`src/rtl/ex_hazard_ctrl_if.sv`:
```
// Signal bundle between the EX-stage pipeline datapath and its hazard sequencer.
// The pipeline (master) presents the instructions, the MWB write port and the memory
// handshake; the sequencer (slave) returns stall, flush and bypass controls.
interface ex_hazard_ctrl_if;
    logic [31:0] IFD_EX_IR;
    logic [31:0] EX_IR;
    logic [4:0]  EX_dest_reg;
    logic        writeflag;
    logic [4:0]  dest_addr;
    logic        condn_flag;
    logic        mem_req;
    logic        mem_ready;
    logic        ex_stall;
    logic        if_stall;
    logic        flush;
    logic [1:0]  Bypass_Flag;
    logic        mem_err;
    logic [1:0]  state;

    modport master (
        output IFD_EX_IR, EX_IR, EX_dest_reg, writeflag, dest_addr, condn_flag, mem_ready,
        input  mem_req, ex_stall, if_stall, flush, Bypass_Flag, mem_err, state
    );

    modport slave (
        input  IFD_EX_IR, EX_IR, EX_dest_reg, writeflag, dest_addr, condn_flag, mem_ready,
        output mem_req, ex_stall, if_stall, flush, Bypass_Flag, mem_err, state
    );
endinterface

```
`src/rtl/ex_hazard_ctrl.sv`:
```
// EX-stage hazard sequencer: load-use bubbles, memory-wait stalls with timeout,
// branch flush window and registered operand bypass selects.
module ex_hazard_ctrl #(
    parameter int FLUSH_CYCLES = 1,   // 1..7
    parameter int MEM_TIMEOUT  = 15   // 1..255
) (
    input  logic            clk,
    input  logic            rst,
    ex_hazard_ctrl_if.slave bus
);

    typedef enum logic [1:0] {
        RUN       = 2'b00,
        LOAD_WAIT = 2'b01,
        FLUSH     = 2'b10
    } state_e;

    localparam logic [4:0] OP_R      = 5'b01100;
    localparam logic [4:0] OP_LOAD   = 5'b00000;
    localparam logic [4:0] OP_IMM    = 5'b00100;
    localparam logic [4:0] OP_STORE  = 5'b01000;
    localparam logic [4:0] OP_BRANCH = 5'b11000;

    localparam logic [2:0] FLUSH_LOAD = 3'(FLUSH_CYCLES - 1);
    localparam logic [7:0] TMO_LIMIT  = 8'(MEM_TIMEOUT);

    state_e      state_q, state_d;
    logic [2:0]  flush_cnt_q, flush_cnt_d;
    logic [7:0]  tmo_cnt_q, tmo_cnt_d;
    logic        mem_err_q, mem_err_d;
    logic [1:0]  byp_q, byp_d;
    logic        bubble_q, bubble_d;
    logic        load_use;
    logic        stall;

    logic [4:0]  ex_op, id_op, rd, rs1, rs2;
    logic        ex_is_load, ex_is_mem, ex_fwd_writer;
    logic        id_uses_rs1, id_uses_rs2, rs1_hit, rs2_hit;

    // The MWB port writes the register file on the same edge EX reads it, so it never
    // needs a bypass; instruction bits outside opcode/register fields are not decoded.
    logic unused_bits;
    assign unused_bits = ^{bus.writeflag, bus.dest_addr,
                           bus.IFD_EX_IR[31:25], bus.IFD_EX_IR[14:7], bus.IFD_EX_IR[1:0],
                           bus.EX_IR[31:7], bus.EX_IR[1:0]};

    assign ex_op = bus.EX_IR[6:2];
    assign id_op = bus.IFD_EX_IR[6:2];
    assign rd    = bus.EX_dest_reg;
    assign rs1   = bus.IFD_EX_IR[19:15];
    assign rs2   = bus.IFD_EX_IR[24:20];

    assign ex_is_load    = (ex_op == OP_LOAD);
    assign ex_is_mem     = ex_is_load || (ex_op == OP_STORE);
    // A load's data is not ready in EX, so it is covered by the bubble instead of a bypass.
    assign ex_fwd_writer = (ex_op == OP_R) || (ex_op == OP_IMM);
    assign id_uses_rs1   = id_op inside {OP_R, OP_LOAD, OP_IMM, OP_STORE, OP_BRANCH};
    assign id_uses_rs2   = id_op inside {OP_R, OP_STORE, OP_BRANCH};
    assign rs1_hit       = id_uses_rs1 && (rd != 5'd0) && (rs1 == rd);
    assign rs2_hit       = id_uses_rs2 && (rd != 5'd0) && (rs2 == rd);

    // Next-state, counters, stall decision and bypass-select update.
    always_comb begin
        // NOTE: every variable gets a default before the case, so no path leaves one
        // unassigned and no latch is inferred.
        state_d     = state_q;
        flush_cnt_d = flush_cnt_q;
        tmo_cnt_d   = tmo_cnt_q;
        mem_err_d   = mem_err_q;
        load_use    = 1'b0;
        stall       = 1'b0;

        case (state_q)
            RUN: begin
                if (bus.condn_flag) begin
                    state_d     = FLUSH;
                    flush_cnt_d = FLUSH_LOAD;
                end else if (ex_is_mem && !bus.mem_ready) begin
                    state_d   = LOAD_WAIT;
                    tmo_cnt_d = 8'd0;
                end else if (ex_is_load && (rs1_hit || rs2_hit) && !bubble_q) begin
                    // bubble_q limits the load-use hold to a single cycle
                    load_use = 1'b1;
                    stall    = 1'b1;
                end
            end
            LOAD_WAIT: begin
                stall = 1'b1;
                if (bus.mem_ready) begin
                    state_d   = RUN;
                    tmo_cnt_d = 8'd0;
                end else if (tmo_cnt_q + 8'd1 == TMO_LIMIT) begin
                    mem_err_d = 1'b1;
                    state_d   = RUN;
                    tmo_cnt_d = 8'd0;
                end else if (tmo_cnt_q != 8'hFF) begin
                    tmo_cnt_d = tmo_cnt_q + 8'd1;
                end
            end
            FLUSH: begin
                if (flush_cnt_q == 3'd0) begin
                    state_d = RUN;
                end else begin
                    flush_cnt_d = flush_cnt_q - 3'd1;
                end
            end
            default: state_d = RUN;
        endcase

        // Wrong-path and post-bubble operands must come from the register file.
        byp_d = byp_q;
        if ((state_q == FLUSH) || (state_d == FLUSH) || load_use) begin
            byp_d = 2'b00;
        end else if (!stall) begin
            byp_d = {ex_fwd_writer && rs2_hit, ex_fwd_writer && rs1_hit};
        end
        bubble_d = load_use;
    end

    // State register with synchronous reset.
    always_ff @(posedge clk) begin
        // NOTE: non-blocking assignments so every flop samples the pre-edge values.
        if (rst) begin
            state_q     <= RUN;
            flush_cnt_q <= 3'd0;
            tmo_cnt_q   <= 8'd0;
            mem_err_q   <= 1'b0;
            byp_q       <= 2'b00;
            bubble_q    <= 1'b0;
        end else begin
            state_q     <= state_d;
            flush_cnt_q <= flush_cnt_d;
            tmo_cnt_q   <= tmo_cnt_d;
            mem_err_q   <= mem_err_d;
            byp_q       <= byp_d;
            bubble_q    <= bubble_d;
        end
    end

    assign bus.state       = state_q;
    assign bus.flush       = (state_q == FLUSH);
    assign bus.ex_stall    = stall;
    assign bus.if_stall    = stall;
    assign bus.mem_req     = !rst && (state_q != FLUSH) && ex_is_mem;
    assign bus.Bypass_Flag = byp_q;
    assign bus.mem_err     = mem_err_q;

endmodule

```
`src/flat_wrapper.sv`:
```
// flat-port wrapper written by rule: the top's interface ports become plain ports
module ex_hazard_ctrl_flat 
#(
    parameter int FLUSH_CYCLES = 1,          
    parameter int MEM_TIMEOUT  = 15            
)
  (clk, rst, bus_IFD_EX_IR, bus_EX_IR, bus_EX_dest_reg, bus_writeflag, bus_dest_addr, bus_condn_flag, bus_mem_ready, bus_mem_req, bus_ex_stall, bus_if_stall, bus_flush, bus_Bypass_Flag, bus_mem_err, bus_state);
  ex_hazard_ctrl_if bus_i ();
  input  logic clk;
  input  logic rst;
  input wire logic [$bits(bus_i.IFD_EX_IR)-1:0] bus_IFD_EX_IR;
  input wire logic [$bits(bus_i.EX_IR)-1:0] bus_EX_IR;
  input wire logic [$bits(bus_i.EX_dest_reg)-1:0] bus_EX_dest_reg;
  input wire logic [$bits(bus_i.writeflag)-1:0] bus_writeflag;
  input wire logic [$bits(bus_i.dest_addr)-1:0] bus_dest_addr;
  input wire logic [$bits(bus_i.condn_flag)-1:0] bus_condn_flag;
  input wire logic [$bits(bus_i.mem_ready)-1:0] bus_mem_ready;
  output wire logic [$bits(bus_i.mem_req)-1:0] bus_mem_req;
  output wire logic [$bits(bus_i.ex_stall)-1:0] bus_ex_stall;
  output wire logic [$bits(bus_i.if_stall)-1:0] bus_if_stall;
  output wire logic [$bits(bus_i.flush)-1:0] bus_flush;
  output wire logic [$bits(bus_i.Bypass_Flag)-1:0] bus_Bypass_Flag;
  output wire logic [$bits(bus_i.mem_err)-1:0] bus_mem_err;
  output wire logic [$bits(bus_i.state)-1:0] bus_state;
  assign bus_i.IFD_EX_IR = bus_IFD_EX_IR;
  assign bus_i.EX_IR = bus_EX_IR;
  assign bus_i.EX_dest_reg = bus_EX_dest_reg;
  assign bus_i.writeflag = bus_writeflag;
  assign bus_i.dest_addr = bus_dest_addr;
  assign bus_i.condn_flag = bus_condn_flag;
  assign bus_i.mem_ready = bus_mem_ready;
  assign bus_mem_req = bus_i.mem_req;
  assign bus_ex_stall = bus_i.ex_stall;
  assign bus_if_stall = bus_i.if_stall;
  assign bus_flush = bus_i.flush;
  assign bus_Bypass_Flag = bus_i.Bypass_Flag;
  assign bus_mem_err = bus_i.mem_err;
  assign bus_state = bus_i.state;
  ex_hazard_ctrl #(.FLUSH_CYCLES(FLUSH_CYCLES), .MEM_TIMEOUT(MEM_TIMEOUT)) u_core (.clk(clk), .rst(rst), .bus(bus_i));
endmodule
```
`config.mk`:
```
export PLATFORM = sky130hd
export DESIGN_NAME = ex_hazard_ctrl_flat
export DESIGN_NICKNAME = d
export VERILOG_FILES = /design/src/rtl/ex_hazard_ctrl_if.sv /design/src/rtl/ex_hazard_ctrl.sv /design/src/flat_wrapper.sv
export SDC_FILE = /design/constraint.sdc
export NUM_CORES = 1
export LEC_CHECK = 0
export ABC_AREA = 1
export CAP_MARGIN = 10
export CORE_UTILIZATION = 32
export DETAILED_ROUTE_END_ITERATION = 6
export PLACE_DENSITY = 0.78
export SLEW_MARGIN = 20
export SYNTH_ARGS = -nofsm -noshare
export SYNTH_HDL_FRONTEND = slang
export SYNTH_SLANG_ARGS = --single-unit
```
`constraint.sdc`:
```
create_clock -name clk -period 1.8 [get_ports clk]
set_clock_uncertainty 0.05 [all_clocks]
set_input_delay 0.45 -clock clk [delete_from_list [all_inputs] [get_ports clk]]
set_output_delay 0.45 -clock clk [all_outputs]
set_load 0.02 [all_outputs]
```
-- Word level (Yosys, flattened, before mapping)
Cells that the tools add are included.
W data, S select, Z words.
- bitwise gates (word level): 1
- reduce and logical (&&, ||, !) cells: 32
- equality and inequality tests: 20
- $add $sub $neg: 2
- muxes and demuxes: 20
- operators by type and width (operator ; count):
    $mux W8 ; 5
    $eq A5 B4 Y1 const B ; 4
    $pmux W8 S2 ; 1
    $logic_and A1 B1 Y1 ; 11
    $eq A5 B3 Y1 const B ; 2
    $eq A5 B5 Y1 ; 2
    $logic_not A5 Y1 ; 2
    $mux W2 ; 5
    $reduce_bool A5 Y1 ; 2
    $add A8 B1 Y8 const B ; 1
    $eq A8 B4 Y1 const B ; 1
    $ne A2 B2 Y1 const B ; 4
    $ne A8 B8 Y1 const B ; 1
    $mux W3 ; 2
    $pmux W2 S3 ; 1
    $pmux W3 S2 ; 1
    $reduce_and A3 Y1 ; 2
    $eq A5 B5 Y1 const B ; 1
    $logic_or A1 B1 Y1 ; 5
    $eq A2 B2 Y1 const B ; 2
    $mux W1 ; 4
    $ne A4 B2 Y1 const B ; 1
    $reduce_and A4 Y1 ; 1
    $reduce_bool A2 Y1 ; 2
    other kinds (10) ; 12
- logic and storage cells: 81
- register bits after elaboration: 17

-- Longest topological paths before layout
Gate-level depths: netlist of the first run.
- word-level depth: 13
- depth in mapped cells: 13
- depth with buffers taken out: 13

-- Least setup slack after synthesis of the first run
No wires, ideal clock.
- path kind: input-to-output
- from: in bus_EX_IR[3]
- to: out bus_if_stall
- data arrival time: 1.498 ns
- path buffers: 1
- slack: -0.198 ns
- stages: 9
- data required time: 1.300 ns
- cell sequence: or2_4 -> nor2_4 -> nand2_1 -> nor2_1 -> nand2_2 -> nand2_2 -> nand2_2 -> inv_1 -> buf_4
- cells in the longest elaborated chain, start to end: 7
- elaborated cells between the ends (all ways): 10
- classes of those cells: 1 x eq/ne; 4 x mux; 5 x reduce/logical
- RTL lines (item ; line ; RTL):
    start, declared ; flat_wrapper.sv:12 ; input wire logic [$bits(bus_i.EX_IR)-1:0] bus_EX_IR;
    $logic_not A5 Y1 ; ex_hazard_ctrl.sv:53 ; assign ex_is_load = (ex_op == OP_LOAD);
    $logic_and A1 B1 Y1 (2 in a row) ; ex_hazard_ctrl.sv:81 ; end else if (ex_is_load && (rs1_hit || rs2_hit) && !bubble_q) begin
    $mux W1 ; ex_hazard_ctrl.sv:81 ;
    $mux W1 * ; ex_hazard_ctrl.sv:78 ; end else if (ex_is_mem && !bus.mem_ready) begin
    $mux W1 * ; ex_hazard_ctrl.sv:75 ; if (bus.condn_flag) begin
    $pmux W1 S2 * ; ex_hazard_ctrl.sv:73 ; case (state_q)
    end, declared ; flat_wrapper.sv:20 ; output wire logic [$bits(bus_i.if_stall)-1:0] bus_if_stall;
Mark *: on every way between the ends. The rest lies on a longest branch, timed or not.

-- Final worst setup path of the first run
- from: in bus_EX_dest_reg[1]
- to: out bus_ex_stall
- cells in the longest elaborated chain, start to end: 10
- elaborated cells between the ends (all ways): 14
- classes of those cells: 2 x eq/ne; 4 x mux; 8 x reduce/logical
- RTL lines (item ; line ; RTL):
    start, declared ; flat_wrapper.sv:13 ; input wire logic [$bits(bus_i.EX_dest_reg)-1:0] bus_EX_dest_reg;
    $reduce_bool A5 Y1 ; ex_hazard_ctrl.sv:59, ex_hazard_ctrl.sv:60 ;
    $logic_and A1 B1 Y1 (on tied branches) (2 in a row) ; ex_hazard_ctrl.sv:59, ex_hazard_ctrl.sv:60 ;
    $logic_or A1 B1 Y1 * ; ex_hazard_ctrl.sv:81 ;
    $logic_and A1 B1 Y1 * (2 in a row) ; ex_hazard_ctrl.sv:81 ;
    $mux W1 * ; ex_hazard_ctrl.sv:81 ;
    $mux W1 * ; ex_hazard_ctrl.sv:78 ;
    $mux W1 * ; ex_hazard_ctrl.sv:75 ;
    $pmux W1 S2 * ; ex_hazard_ctrl.sv:73 ;
    end, declared ; flat_wrapper.sv:19 ; output wire logic [$bits(bus_i.ex_stall)-1:0] bus_ex_stall;
Marked as above.

==> impl_metrics.py, run 1 <==
metrics = {
    "status": {
        "status": "complete, but fails checks",
        "violations": "setup timing",
    },
    "layout": {
        "diodes": 0,
        "area_growth_pct": 77.42,
        "utilization": 0.5980,
        "fin_nets": 364,
        "fillers": 306,
        "drive_above_1_share": 0.5179,
    },
    "global_routing": {
        "grt_max_degree": 11,
        "grt_pass1_vias": 1690,
        "grt_pass1_wl_mm": 7.886,
        "grt_usage": 0.2482,
        "antenna_found_initial": 0,
        "grt_overflow": 0,
    },
    "timing": {
        "setup_ws_ns": -0.2697,
        "period_share": 1.150,
        "tightest_slew_ns": 0.3518,
        "max_freq_mhz": 483.2,
        "maxSlewViolCount": 0,
        "finalHoldViolCount": 0,
        "rsz0062_at_grt": "yes",
        "relSlewSlack": 0.7636,
        "setup_violations": 4,
        "fin_crit_ns": 2.070,
        "hold_slack_ns": 0.4215,
    },
    "hold_path": {
        "min_path_type": "flip-flop to flip-flop",
    },
    "detailed_routing": {
        "dr.first_iter.drc_count": 119,
        "viasPerCell": 5.070,
        "route.detailed.drc": 0,
        "drt-total-wl_mm": 5.071,
        "first_pass_iters": 4,
        "vias": 1663,
        "wl_per_cell_um": 15.46,
        "ant_nets": 0,
    },
    "synthesis": {
        "synth-seq-cells": 17,
        "synth_top_area_frac": 0.2717,
        "ys_types": 28,
        "synth_edf_count": 0,
        "ys_async_sr_fraction": 0,
        "synth.most_common_cell": "nand2_1",
        "synth-warning-count": 0,
        "synth-main-ff-cell": "dfxtp_1",
        "synthCells": 188,
        "synth_area_per_cell_um2": 6.662,
        "yosysSeqAreaShare": 0.2717,
        "synth_top_area_cell": "dfxtp_1",
        "synth_area_um2": 1252,
        "synth.area.top_cells": "dfxtp_1 27%, nand2_1 12%, nor2_1 6.9%",
        "netlist_top_cells_count": "41 x nand2_1, 23 x nor2_1, 21 x inv_1",
        "syn-num-nets": 271,
    },
    "clocking": {
        "root_buffer": "clkbuf_8",
        "h-tree-depth": 1,
        "postCtsHoldBufs": 0,
        "cts_sinks": 17,
        "clockBufferDepth": 2,
        "worstSkewPairLatency_ns": 0.26,
        "clk_pin_slew_ns": 0.07,
        "cts_buffers": 3,
        "cts_tree": "built",
    },
    "power_and_ir_drop": {
        "powerDensity_nw_per_um2": 459.2,
        "vdd_drop_max_mv": 0.3732,
        "p_leak_nw": 1.075,
    },
    "floorplan": {
        "floorplan.die_area_um2": 4168,
        "die_y_um": 64.56,
        "core_area_um2": 3716,
        "pin_count": 88,
        "rows": 22,
        "die_w_um": 64.56,
        "initial_core_util": 0.3370,
    },
    "worst_setup_path": {
        "required_ns": 1.30,
        "reg2reg_setup_slack_ns": 0.06,
        "r2r.worst_path.cells": 11,
        "cp_slowest_stage_delay_ns": 0.17,
        "critPathKind": "input pin to output port",
        "crit_path_start": "bus_EX_dest_reg[1]",
        "cp-start-kind": "input pin",
        "worstPathCellList": "buf_8 -> xnor2_2 -> nand2_1 -> nor2_1 -> nand2_1 -> nand2_2 -> nand2_2 -> nand2_2 -> nand2_4 -> inv_4 -> buf_6",
        "crit_slowest_cell": "xnor2_2",
        "critPathArrivalTime_ns": 1.57,
        "critPathMaxFanout": 3,
        "critical_path.endpoint": "bus_ex_stall",
        "r2r_end": "u_core.tmo_cnt_q[7]",
        "crit_path_end_kind": "output port",
        "reg2reg_from": "u_core.bus.state[0]",
        "cpMostUsedCell": "nand2_2",
    },
    "placement": {
        "dpl.hpwl_mm": 2.581,
        "port_buffers": 37,
        "gp_congestion": 0.8520,
    },
    "flow_run": {
        "cap_violations": 0,
    },
}
cell families after synthesis:
family / share of synthesized area
fa+ha+maj: 0.03996
buf+inv: 0.1019
simple gates: 0.3976
flops: 0.2717
compound gates: 0.09791
xor+xnor: 0.09091
state kept, by name, summed over array words and instances, names as in the netlist:
name / flops
u_core.tmo_cnt_q: 8
u_core.bus.Bypass_Flag: 2
u_core.flush_cnt_q: 3
u_core.bubble_q: 1
u_core.bus.state: 2
u_core.bus.mem_err: 1
power breakdown:
| part | internal, mW | switching (mW) | leakage [nW] |
|---|---|---|---|
| registers | 0.384 | 0.00537 | 0.139 |
| clock network | 0.154 | 0.147 | 0.0255 |
| logic | 0.176 | 0.154 | 0.911 |
worst min-delay path by stage:
stage / start / slack [ns] / cells after the start / end
2_1_floorplan: u_core.flush_cnt_q[0] / 0.39 / 2 / u_core.flush_cnt_q[0]
3_3_place_gp: u_core.bus.mem_err / 0.40 / 1 / u_core.bus.mem_err
3_5_place_dp: u_core.bus.mem_err / 0.41 / 1 / u_core.bus.mem_err
4_1_cts: u_core.bus.mem_err / 0.43 / 1 / u_core.bus.mem_err
5_1_grt: u_core.bus.mem_err / 0.46 / 1 / u_core.bus.mem_err
6_report: u_core.bus.mem_err / 0.42 / 1 / u_core.bus.mem_err
per-layer routing:
| metal | wire length [um] | global-route usage | vias up | part of all wire |
|---|---|---|---|---|
| met3 | 357 | 0.05986 | 18 | 0.070 |
| met4 | 167 | 0.1556 | 0 | 0.033 |
| met2 | 2643 | 0.4263 | 92 | 0.52 |
| met1 | 1902 | 0.2727 | 777 | 0.38 |
| li1 | - | - | 776 | - |
| met5 | 0 | 0 | - | 0 |
cell usage in the layout, fill, tap and decap left out, drive strengths merged:
cell type and instances:
dlygate4sd2 6, o21ai 4, ha 4, nand2 47, xor2 5, clkbuf 3, or2 2, nor3 6
clkdlybuf4s15 3, a21oi 11, buf 76, o41ai 1, nand4 4, clkinv 3, nor2 32, inv 28
a41oi 1, dfxtp 17, clkdlybuf4s50 4, nand3 14, o21a 1, xnor2 8
critical path: cells and delay by family:
family	cells	cell delay, ns
xor gates and xnor gates	1	0.17
buffers and inverters	3	0.28
and+or+nand+nor	7	0.67
what timing repair did:
action                     CTS  global route
gates resized for setup    130            27
buffers inserted            31             5
pin swaps                   38            28
cloned                       0             1
setup endpoints to repair    9            11
final cells by class:
cell class / instances / area (um^2) / share of cell area
inverters: 30 / 120.1 / 0.05405
clock inverters: 1 / 5.005 / 0.002252
multi-input cells: 140 / 945.9 / 0.4257
well taps: 48 / 60.06 / 0.02703
repair buffers: 89 / 706.9 / 0.3181
flip-flops and latches: 17 / 342.8 / 0.1543
clock buffers: 3 / 41.29 / 0.01858
stage by stage:
stage | cell area (um^2) | total power [mW] | setup WS (ns) | cells | setup TNS (ns)
after CTS | 2095 | 0.9735 | -0.1754 | 326 | -0.4232
after detailed placement | 1823 | 0.6185 | -1.044 | 291 | -5.834
after global placement | 1823 | 0.6150 | -0.9992 | 291 | -5.214
after global routing | 2222 | 1.059 | -0.3302 | 328 | -1.104
after floorplan | 1259 | 0.4975 | -0.1017 | 188 | -0.1218
final | 2222 | 1.020 | -0.2697 | 328 | -0.7392
(Power assumes the default switching activity.)
==> run 2, diff against run 1 <==
- CELL_PAD_IN_SITES_DETAIL_PLACEMENT: unset -> 1
- CELL_PAD_IN_SITES_GLOBAL_PLACEMENT: unset -> 1
- CORE_UTILIZATION: 32 -> 20
- PLACE_DENSITY: 0.78 -> unset
- PLACE_DENSITY_LB_ADDON: unset -> 0.1
==> impl_metrics.py, run 2 (synthesized netlist as in run 1, its figures left out) <==
metrics = {
    "status": {
        "status": "complete, but fails checks",
        "violations": "setup timing",
    },
    "timing": {
        "max_freq_mhz": 501.3,
        "relSlewSlack": 0.8026,
        "setup_violations": 5,
        "period_share": 1.108,
        "hold_slack_ns": 0.4204,
        "tightest_slew_ns": 0.2938,
        "maxSlewViolCount": 0,
        "finalHoldViolCount": 0,
        "setup_ws_ns": -0.1950,
        "fin_crit_ns": 1.995,
        "rsz0062_at_grt": "yes",
    },
    "clocking": {
        "clockBufferDepth": 2,
        "postCtsHoldBufs": 0,
        "clk_pin_slew_ns": 0.08,
        "worstSkewPairLatency_ns": 0.26,
        "cts_sinks": 17,
        "root_buffer": "clkbuf_8",
        "cts_buffers": 3,
        "cts_tree": "built",
        "h-tree-depth": 1,
    },
    "detailed_routing": {
        "dr.first_iter.drc_count": 37,
        "drt-total-wl_mm": 4.759,
        "vias": 1555,
        "ant_nets": 0,
        "wl_per_cell_um": 12.83,
        "viasPerCell": 4.191,
        "first_pass_iters": 4,
        "route.detailed.drc": 0,
    },
    "layout": {
        "regMostFlops": "u_core.tmo_cnt_q",
        "utilization": 0.4069,
        "drive_above_1_share": 0.5541,
        "area_growth_pct": 94.61,
        "layout_common_cells": "68 x buf_4, 32 x nand2_1, 17 x nor2_1",
        "final_common_cell": "buf_4",
        "top_regs": "u_core.tmo_cnt_q: 8 flops, u_core.flush_cnt_q: 3 flops",
        "fin_nets": 380,
        "largest_reg_flops": 8,
        "diodes": 0,
    },
    "floorplan": {
        "floorplan.die_area_um2": 6583,
        "rows": 28,
        "core_area_um2": 5991,
        "die_y_um": 81.14,
        "pin_count": 88,
        "initial_core_util": 0.2091,
        "die_w_um": 81.14,
    },
    "placement": {
        "dpl.hpwl_mm": 3.172,
        "port_buffers": 37,
        "gp_congestion": 0.7232,
    },
    "power_and_ir_drop": {
        "powerDensity_nw_per_um2": 432.9,
        "vdd_drop_max_mv": 0.3216,
        "p_leak_nw": 1.174,
    },
    "global_routing": {
        "grt_usage": 0.1528,
        "grt_max_degree": 12,
        "grt_pass1_wl_mm": 7.631,
        "antenna_found_initial": 0,
        "grt_overflow": 0,
        "grt_pass1_vias": 1627,
    },
    "flow_run": {
        "cap_violations": 0,
    },
    "worst_setup_path": {
        "cp-start-kind": "input pin",
        "crit_path_end_kind": "output port",
        "critPathArrivalTime_ns": 1.49,
        "critPathMaxFanout": 2,
        "required_ns": 1.30,
        "critPathKind": "input pin to output port",
    },
    "hold_path": {
        "min_path_type": "flip-flop to flip-flop",
    },
}
==> run 2: metrics by stage <==
step	total power, mW	cell area, um^2	worst slack (ns)	TNS [ns]	std cells
after detailed placement	0.6345	1902	-1.093	-5.907	324
after CTS	1.010	2237	-0.1943	-0.5546	367
final	1.055	2437	-0.1950	-0.6064	371
after global routing	1.116	2437	-0.2640	-0.9906	371
after global placement	0.6352	1902	-1.097	-5.885	324
after floorplan	0.4975	1259	-0.1017	-0.1218	188
==> run 2: path summary, 6_finish.rpt <==
check                           start                   endpoint  slack [ns]  cells after the start
hold reg to reg    u_core.bus.mem_err         u_core.bus.mem_err        0.42                      1
setup reg to reg  u_core.bus.state[0]  u_core.bus.Bypass_Flag[0]        0.08                     11
hold / removal     u_core.bus.mem_err         u_core.bus.mem_err        0.42                      1
setup / recovery         bus_EX_IR[3]               bus_if_stall       -0.19                     10
==> run 2: report_power, final <==
group | internal, mW | total (mW) | switching (mW) | leakage [nW]
logic | 0.201 | 0.359 | 0.157 | 1.01
clock network | 0.156 | 0.308 | 0.152 | 0.0217
registers | 0.384 | 0.389 | 0.00514 | 0.138
==> run 2: layout make-up <==
type,instances,area [um^2]
multi-input cells,140,1006
clock buffers,3,41.29
repair buffers,105,827.0
flip-flops and latches,17,341.6
clock inverters,1,7.507
well taps,75,93.84
fillers,734,3553
inverters,30,120.1
==> run 2: metal layers <==
layer | share of wire | vias to the layer above | track usage
met5 | 0 | - | 0
met4 | 0.0015 | 0 | 0.01071
met3 | 0.021 | 2 | 0.02697
met2 | 0.53 | 13 | 0.2782
met1 | 0.45 | 733 | 0.1938
li1 | - | 807 | -
==> run 2: repair_timing <==
action                                  in CTS  in global routing
buffers inserted                            52                  5
pin swaps                                   43                 28
gates resized for setup                    141                 39
endpoints found under the setup margin       8                 15
cloned                                       0                  1
==> run 2: critical path: stages <==
cell and delay [ns]:
buf_6 0.09, or2_4 0.26, nor2_4 0.09, nand2_2 0.07
nor2_2 0.14, nand2_2 0.08, nand2_2 0.07, nand2_2 0.07
inv_4 0.06, buf_6 0.11
==> run 3, diff against run 2 <==
- CORE_MARGIN: unset -> 2
==> impl_metrics.py, run 3 (synthesized netlist as in run 1, its figures left out) <==
metrics = {
    "status": {
        "status": "complete, but fails checks",
        "violations": "setup timing",
    },
    "clocking": {
        "clockBufferDepth": 2,
        "cts_sinks": 17,
        "h-tree-depth": 1,
        "worstSkewPairLatency_ns": 0.25,
        "postCtsHoldBufs": 0,
        "cts_tree": "built",
        "clk_pin_slew_ns": 0.07,
        "cts_buffers": 3,
        "root_buffer": "clkbuf_8",
    },
    "layout": {
        "top_regs": "u_core.tmo_cnt_q: 8 flops, u_core.flush_cnt_q: 3 flops",
        "seq_area_um2": 340.3,
        "largest_reg_flops": 8,
        "layout.cells.non_filler": 350,
        "fin_nets": 359,
        "area_growth_pct": 74.33,
        "multi_input_area_um2": 938.4,
        "drive_above_1_share": 0.4727,
        "fillers": 761,
        "layout_common_cells": "47 x buf_4, 37 x nand2_1, 18 x nor2_1",
        "diodes": 0,
        "utilization": 0.3645,
        "regMostFlops": "u_core.tmo_cnt_q",
        "final_common_cell": "buf_4",
    },
    "worst_setup_path": {
        "crit_path_start": "bus_EX_IR[2]",
        "required_ns": 1.30,
        "critPathArrivalTime_ns": 1.47,
        "worstPathCellList": "buf_6 -> or2_4 -> nor2_4 -> nand2_4 -> nor2_4 -> nand2_2 -> nand2_2 -> nand2_4 -> inv_4 -> buf_6",
        "critPathMaxFanout": 2,
        "critPathKind": "input pin to output port",
        "crit_buf_inv": 3,
        "cp_slowest_stage_delay_ns": 0.26,
        "r2r_end": "u_core.bus.Bypass_Flag[1]",
        "crit_path_end_kind": "output port",
        "critPathTopFamily": "simple AND/OR/NAND/NOR gates",
        "r2r.worst_path.cells": 12,
        "cp-start-kind": "input pin",
        "crit_slowest_cell": "or2_4",
        "reg2reg_setup_slack_ns": -0.02,
        "reg2reg_from": "u_core.bus.state[0]",
    },
    "detailed_routing": {
        "dr.first_iter.drc_count": 33,
        "viasPerCell": 4.111,
        "vias": 1439,
        "first_pass_iters": 4,
        "ant_nets": 0,
        "route.detailed.drc": 0,
        "wl_per_cell_um": 11.32,
        "drt-total-wl_mm": 3.963,
    },
    "hold_path": {
        "holdPathEnd": "u_core.bus.mem_err",
        "min_path_type": "flip-flop to flip-flop",
        "hp-start": "u_core.bus.mem_err",
        "min_path_cells": 1,
    },
    "global_routing": {
        "grt_pass1_vias": 1514,
        "grt_pass1_wl_mm": 6.679,
        "grt_overflow": 0,
        "grt_usage": 0.1164,
        "antenna_found_initial": 0,
        "grt_max_degree": 10,
    },
    "timing": {
        "setup_violations": 5,
        "relSlewSlack": 0.8147,
        "hold_slack_ns": 0.4178,
        "maxSlewViolCount": 0,
        "finalSetupTns_ns": -0.6562,
        "setup_ws_ns": -0.1734,
        "rsz0062_at_grt": "yes",
        "finalHoldViolCount": 0,
        "max_freq_mhz": 506.7,
        "tightest_slew_ns": 0.2759,
        "fin_crit_ns": 1.973,
        "period_share": 1.096,
    },
    "placement": {
        "port_buffers": 37,
        "gp_congestion": 0.7260,
        "post-place-cells": 325,
        "dpl.hpwl_mm": 3.088,
    },
    "floorplan": {
        "floorplan.die_area_um2": 6911,
        "initial_core_util": 0.2091,
        "core_area_um2": 5991,
        "die_w_um": 83.14,
        "pin_count": 88,
        "rows": 28,
        "die_y_um": 83.14,
    },
    "power_and_ir_drop": {
        "power.total_mw": 0.9488,
        "internal-power_mw": 0.6808,
        "p_leak_nw": 1.042,
        "powerDensity_nw_per_um2": 434.6,
        "switching_share": 0.2824,
        "vdd_drop_max_mv": 0.3017,
        "p_switching_mw": 0.2680,
        "p_seq_frac": 0.409,
        "pwr-share-comb": 0.283,
        "clkPwrFrac": 0.308,
    },
    "flow_run": {
        "cap_violations": 0,
    },
}
[run 3: cell type report]
cell class,instances,area share
multi-input cells,140,0.4298
well taps,75,0.04298
flip-flops and latches,17,0.1559
clock buffers,4,0.02063
inverters,30,0.05387
repair buffers,84,0.2968
[run 3: metal layers]
| metal | wire length [um] | track usage | vias up | part of all wire |
|---|---|---|---|---|
| li1 | - | - | 764 | - |
| met1 | 1884 | 0.1572 | 661 | 0.48 |
| met2 | 1984 | 0.1987 | 12 | 0.50 |
| met3 | 80 | 0.01789 | 2 | 0.020 |
| met4 | 14 | 0.01937 | 0 | 0.0035 |
| met5 | 0 | 0 | - | 0 |
[run 3: through the flow]
step | setup slack, ns | area (um^2)
final | -0.1734 | 2183
after detailed placement | -1.086 | 1909
after CTS | -0.2032 | 2058
after floorplan | -0.1017 | 1259
after global placement | -1.096 | 1909
after global routing | -0.2326 | 2183
[run 3: power by group through the flow]
stage | registers, mW | logic (mW) | clock network [mW]
CTS | 0.388 | 0.252 | 0.308
finish | 0.388 | 0.268 | 0.292
global placement | 0.397 | 0.239 | 0
floorplan | 0.400 | 0.0973 | 0
detailed placement | 0.397 | 0.239 | 0
global route | 0.389 | 0.297 | 0.323
[run 3: worst max path at each step]
stage,end,slack (ns),cells after the start
global route,bus_ex_stall,-0.23,11
floorplan,bus_if_stall,-0.10,9
finish,bus_if_stall,-0.17,10
detailed placement,bus_if_stall,-1.09,12
CTS,bus_if_stall,-0.20,10
global placement,bus_if_stall,-1.10,12
[run 3: repair_timing]
item                                    4_1_cts  5_1_grt
pin swaps                                    36       21
resized for setup                           129       25
endpoints found under the setup margin        9       12
cloned                                        0        1
setup buffers                                17        5
